`src/rtl/niosii_system_sysinfo_qsys.sv`:
```
// Avalon-MM system-information slave: ID, build timestamp, uptime counter with coherent 64-bit read, scratch bank.
// Reads return one cycle after acceptance; every strobe is accepted immediately (no waitrequest).
module niosii_system_sysinfo_qsys #(
  parameter logic [31:0] SYSTEM_ID     = 32'h0000_0000,
  parameter logic [31:0] TIMESTAMP     = 32'h0000_0000,
  parameter int unsigned UPTIME_W      = 48,
  parameter int unsigned SCRATCH_WORDS = 2
) (
  input  logic        clock,
  input  logic        reset_n,
  input  logic [2:0]  address,
  input  logic        read,
  input  logic        write,
  input  logic [31:0] writedata,
  input  logic [3:0]  byteenable,
  output logic [31:0] readdata,
  output logic        readdatavalid
);

  localparam logic [2:0] ADDR_ID    = 3'd0;
  localparam logic [2:0] ADDR_TS    = 3'd1;
  localparam logic [2:0] ADDR_UPLO  = 3'd2;
  localparam logic [2:0] ADDR_UPHI  = 3'd3;
  localparam logic [2:0] ADDR_CTRL  = 3'd4;
  localparam int unsigned ADDR_SCR0 = 5;

  localparam logic [UPTIME_W-1:0] UP_ONE = 1;

  logic [UPTIME_W-1:0] r_uptime;
  logic [31:0]         r_shadow;
  logic                r_freeze;
  logic [31:0]         r_scratch [SCRATCH_WORDS];
  logic [31:0]         r_readdata;
  logic                r_readdatavalid;

  logic        w_wr_acc;
  logic        w_ctrl_wr;
  logic        w_clear;
  logic        w_uplo_rd;
  logic [31:0] w_up_hi;
  logic [31:0] w_rdata;

  // A simultaneous read wins; the write is silently dropped.
  assign w_wr_acc  = write & ~read;
  assign w_ctrl_wr = w_wr_acc & (address == ADDR_CTRL) & byteenable[0];
  assign w_clear   = w_ctrl_wr & writedata[1];
  assign w_uplo_rd = read & (address == ADDR_UPLO);
  assign w_up_hi   = 32'(r_uptime >> 32);

  always_ff @(posedge clock or negedge reset_n) begin
    if (!reset_n) begin
      r_uptime <= '0;
    end else if (w_clear) begin
      r_uptime <= '0;
    end else if (!r_freeze) begin
      r_uptime <= r_uptime + UP_ONE;
    end
  end

  // High half is captured with the low-word read so a later word-3 read cannot tear.
  always_ff @(posedge clock or negedge reset_n) begin
    if (!reset_n) begin
      r_shadow <= '0;
    end else if (w_uplo_rd) begin
      r_shadow <= w_up_hi;
    end
  end

  always_ff @(posedge clock or negedge reset_n) begin
    if (!reset_n) begin
      r_freeze <= 1'b0;
    end else if (w_ctrl_wr) begin
      r_freeze <= writedata[0];
    end
  end

  always_ff @(posedge clock or negedge reset_n) begin
    if (!reset_n) begin
      for (int i = 0; i < SCRATCH_WORDS; i++) begin
        r_scratch[i] <= '0;
      end
    end else begin
      for (int i = 0; i < SCRATCH_WORDS; i++) begin
        for (int b = 0; b < 4; b++) begin
          if (w_wr_acc && (address == 3'(ADDR_SCR0 + i)) && byteenable[b]) begin
            r_scratch[i][8*b +: 8] <= writedata[8*b +: 8];
          end
        end
      end
    end
  end

  always_comb begin
    w_rdata = '0;
    case (address)
      ADDR_ID:   w_rdata = SYSTEM_ID;
      ADDR_TS:   w_rdata = TIMESTAMP;
      ADDR_UPLO: w_rdata = r_uptime[31:0];
      ADDR_UPHI: w_rdata = r_shadow;
      ADDR_CTRL: w_rdata = {31'd0, r_freeze};
      default: begin
        for (int i = 0; i < SCRATCH_WORDS; i++) begin
          if (address == 3'(ADDR_SCR0 + i)) begin
            w_rdata = r_scratch[i];
          end
        end
      end
    endcase
  end

  always_ff @(posedge clock or negedge reset_n) begin
    if (!reset_n) begin
      r_readdata      <= '0;
      r_readdatavalid <= 1'b0;
    end else begin
      r_readdatavalid <= read;
      if (read) begin
        r_readdata <= w_rdata;
      end
    end
  end

  assign readdata      = r_readdata;
  assign readdatavalid = r_readdatavalid;

endmodule

```
`config.mk`:
```
export PLATFORM = sky130hd
export DESIGN_NAME = niosii_system_sysinfo_qsys
export DESIGN_NICKNAME = d
export VERILOG_FILES = /design/src/rtl/niosii_system_sysinfo_qsys.sv
export SDC_FILE = /design/constraint.sdc
export NUM_CORES = 1
export LEC_CHECK = 0
export ABC_CLOCK_PERIOD_IN_PS = 1900
export BUFFER_PORTS_ARGS = -buffer_cell sky130_fd_sc_hd__buf_4
export CAP_MARGIN = 20
export CORE_MARGIN = 1
export CORE_UTILIZATION = 50
export DETAILED_ROUTE_END_ITERATION = 8
export PLACE_DENSITY = 0.72
export SLEW_MARGIN = 40
export SYNTH_ARGS = -nofsm -noshare
export SYNTH_HDL_FRONTEND = slang
export SYNTH_SLANG_ARGS = --single-unit
```
`constraint.sdc`:
```
create_clock -name clock -period 1.9 [get_ports clock]
set_input_delay 0.19 -clock clock [delete_from_list [all_inputs] [get_ports clock]]
set_output_delay 0.19 -clock clock [all_outputs]
set_load 0.03 [all_outputs]
```
==> flow_summary.ini <==
[floorplan]
floorplan.initialDensity_pct = 50.9
placementRows = 44
die-width_um = 123
num_io_pins = 76
chipHeight_um = 123
die_area_um2 = 15200
core_area_um2 = 14500

[synth]
ys_dominant_reg_cell = sky130_fd_sc_hd__dfrtp_1
synth.net_count = 695
synth_seq_cells = 162
post_synth_instance_area_um2 = 7370
synth-warning-count = 0
netlist-cell-type-count = 41
synth-edff-count = 0
yosysSeqAreaShare_pct = 55.0
synth.avg_cell_area_um2 = 11.3
share_of_flip_flops_with_an_asynchronous_set_or_reset_pct = 100
syn_inst_count = 651

[clock_tree]
cts_htree_levels = 4
cts_made_buffers = 17
cts_tree = yes
clkLatencyLatePin_ps = 430
cts_max_path_buffers = 2
cts_sinks = 162
clkSlewWorstSetupHoldPaths_ps = 70
ctsRootBufferMaster = sky130_fd_sc_hd__clkbuf_16

[sta]
fin_crit_sh_pct = 99.1
final-hold-violation-count = 0
final_period_minus_worst_setup_slack_ps = 1880
max_slew_margin_pct = 40.7
timing_worst_slew_pin_value_ps = 883
report.final.slew_viol_count = 0
timing.final.setup_violations = 0
worst_clock_skew_ps = 10.6
grt_setup_unrepaired = true
maxClockFrequency_mhz = 531

[cells_and_area]
antenna_cells_inserted = 0
layout.core_utilization_pct = 64.6
drive_above_1_share_pct = 34.5
nets = 828
syn_to_layout_area_delta_pct = 26.8
num-fill-cells = 1137
area_occupied_by_multi_input_gates_um2 = 3310
postLayoutCellArea_um2 = 9350
final_cell_count_no_fill = 981
ff_latch_area_um2 = 4060

[critical_path]
worstPathRequired_ps = 2250
worst-setup-path-type = reg -> reg
crit_arrival_ps = 2240
critical_path.max_fanout = 4
r2r_slack_ps = 20
crit_path_start_kind = register
worst_setup_path_end_kind = register

[pwr]
pwr-share-seq_pct = 46.0
power.density_nw_per_um2 = 1050
power.net_switching_mw = 2.77
switching_share_pct = 28.3
worst_ir_drop_on_vdd_mv = 0.681
combPwrFrac_pct = 19.5
power.clock.fraction_pct = 34.5
cellInternalPower_mw = 7.02
cellLeakagePower_nw = 4.29

[job]
max_cap_viol = 0

[grt]
grt_start_max_net_pins = 75
gr-usage-all-layers_pct = 24.3
grt.overflow.total = 0
grt_pass1_vias = 5706
wire_length_of_the_first_global_routing_pass_mm = 28.0
antenna_found_initial = 0

[placement]
placed_cell_area_um2 = 8530
placement.io_buffers = 75
detailed_place_hpwl_mm = 11.8
globalplace.congestion = 0.801
dp.cells = 934

[detailed_routing]
wl_per_cell_um = 17.5
detailedRoute.firstIterationViolations = 384
drt.antenna.violating_nets = 0
drt-pass1-iter-count = 5
route.final.wire_length_mm = 17.2
post_drt_via_cell_ratio = 5.74
drt_drc_violations_left = 0
via_count = 5635

[worst_hold_path]
hold_path.class = in -> reg

[outcome]
outcome = finished, final reports clean
## stage by stage
stage	hold slack, ps	TNS [ps]	worst slack (ps)	power, mW
after global routing	2.20	-330	-56.1	10.2
after global placement	213	-5540	-191	6.24
final	12.5	0	16.4	9.79
after CTS	0.213	-0.763	-0.763	9.76
after floorplan	-106	-64.6	-37.5	5.56
after detailed placement	214	-7510	-259	6.35
## worst max-delay path, stage by stage (launching register included)
cell	delay [ps]
sky130_fd_sc_hd__dfrtp_1	350
sky130_fd_sc_hd__nand4_1	230
sky130_fd_sc_hd__buf_4	230
sky130_fd_sc_hd__nor4_4	160
sky130_fd_sc_hd__nand3_2	150
sky130_fd_sc_hd__or4_4	530
sky130_fd_sc_hd__a21oi_2	150
## cells in the final DEF, fill, tap and decap left out, types with 3 or more instances in the layout
cell type	n
sky130_fd_sc_hd__a21oi_1	62
sky130_fd_sc_hd__a22oi_1	15
sky130_fd_sc_hd__and3_1	5
sky130_fd_sc_hd__buf_12	4
sky130_fd_sc_hd__buf_4	129
sky130_fd_sc_hd__buf_6	3
sky130_fd_sc_hd__clkbuf_16	17
sky130_fd_sc_hd__clkinv_2	3
sky130_fd_sc_hd__clkinv_4	4
sky130_fd_sc_hd__dfrtp_1	161
sky130_fd_sc_hd__dlygate4sd3_1	7
sky130_fd_sc_hd__inv_1	7
sky130_fd_sc_hd__mux2_2	82
sky130_fd_sc_hd__mux2i_1	32
sky130_fd_sc_hd__nand2_1	23
sky130_fd_sc_hd__nand3_1	10
sky130_fd_sc_hd__nand3_2	6
sky130_fd_sc_hd__nand4_1	17
sky130_fd_sc_hd__nor2_1	86
sky130_fd_sc_hd__nor2_2	3
sky130_fd_sc_hd__nor3_1	4
sky130_fd_sc_hd__nor3_2	3
sky130_fd_sc_hd__nor4_4	3
sky130_fd_sc_hd__o21ai_0	11
sky130_fd_sc_hd__o22a_1	15
sky130_fd_sc_hd__o31ai_1	4
sky130_fd_sc_hd__or3_1	12
sky130_fd_sc_hd__or4_1	3
sky130_fd_sc_hd__xnor2_1	6
sky130_fd_sc_hd__xor2_1	26
## synth_stat cells (2+ instances only)
library cell | instances | area, um^2
sky130_fd_sc_hd__o22a_1 | 15 | 131
sky130_fd_sc_hd__nor2_1 | 89 | 334
sky130_fd_sc_hd__buf_2 | 3 | 15.0
sky130_fd_sc_hd__nand2_1 | 24 | 90.1
sky130_fd_sc_hd__a21oi_1 | 64 | 320
sky130_fd_sc_hd__xnor2_1 | 6 | 52.6
sky130_fd_sc_hd__or3_1 | 12 | 75.1
sky130_fd_sc_hd__nand2b_1 | 2 | 12.5
sky130_fd_sc_hd__nor2b_1 | 2 | 12.5
sky130_fd_sc_hd__and3_1 | 5 | 31.3
sky130_fd_sc_hd__mux2_2 | 82 | 923
sky130_fd_sc_hd__or4_1 | 4 | 30.0
sky130_fd_sc_hd__nand3b_1 | 2 | 15.0
sky130_fd_sc_hd__a22oi_1 | 15 | 113
sky130_fd_sc_hd__mux2i_1 | 32 | 320
sky130_fd_sc_hd__nand3_1 | 15 | 75.1
sky130_fd_sc_hd__nor4_1 | 2 | 12.5
sky130_fd_sc_hd__buf_1 | 4 | 15.0
sky130_fd_sc_hd__nand4_1 | 17 | 106
sky130_fd_sc_hd__nand3_2 | 2 | 20.0
sky130_fd_sc_hd__clkbuf_1 | 22 | 82.6
sky130_fd_sc_hd__xor2_1 | 26 | 228
sky130_fd_sc_hd__and2_1 | 2 | 12.5
sky130_fd_sc_hd__o21ai_0 | 11 | 55.1
sky130_fd_sc_hd__nand4b_1 | 2 | 17.5
sky130_fd_sc_hd__o31ai_1 | 4 | 30.0
sky130_fd_sc_hd__nor3_1 | 6 | 30.0
sky130_fd_sc_hd__inv_1 | 7 | 26.3
sky130_fd_sc_hd__dfrtp_1 | 162 | 4050
## timing repair
item,4_1_cts,5_1_grt
gates cloned,0,0
buffers inserted,3,5
hold endpoints to repair,169,0
endpoints found under the setup margin,10,17
pin swaps,7,9
resized for setup,8,14
hold buffers,7,0
## final cells by class
type	count	share of cell area, %
sequential	162	43.4
inverter	7	0.281
clock buffer	20	4.78
timing repair buffer	143	12.3
multi-input combinational	453	35.4
tap	184	2.46
clock inverter	12	1.43
## registers in the layout (all words and copies together), names as in the netlist
signal / cells
readdata: 32
r_freeze: 1
r_uptime: 48
readdatavalid: 1
r_scratch: 64
r_shadow: 16
## logic make-up after synthesis
logic type      synth area share, %
fa+ha+maj                     0.170
mux                            16.9
xor+xnor                       3.80
compound gates                 9.11
flops                          55.0
buf+inv                        1.88
simple gates                   13.2
## power by group through the flow
stage	sequential (mW)	clock [mW]	combinational [mW]
final	4.51	3.37	1.91
after global routing	4.58	3.56	2.11
after CTS	4.47	3.40	1.88
after detailed placement	4.52	0	1.83
after global placement	4.48	0	1.76
after floorplan	4.60	0	0.960
## worst paths after layout
| path | startpoint | to | depth (start not counted) |
|---|---|---|---|
| min reg2reg | r_scratch[30] | r_scratch[30] | 1 |
| max | r_uptime[22] | r_uptime[45] | 6 |
| min in group asynchronous | reset_n | readdata[0] | 3 |
| max in group asynchronous | reset_n | r_uptime[42] | 3 |
| min | writedata[0] | r_scratch[32] | 2 |
| max reg2reg | r_uptime[22] | r_uptime[45] | 6 |
## routing by layer
metal	track usage [%]	routed length (um)
met1	31.1	7570
met2	40.5	8580
met3	4.38	666
met4	10.0	343
met5	0	0
Note: power is estimated with default switching activity, not from simulation.
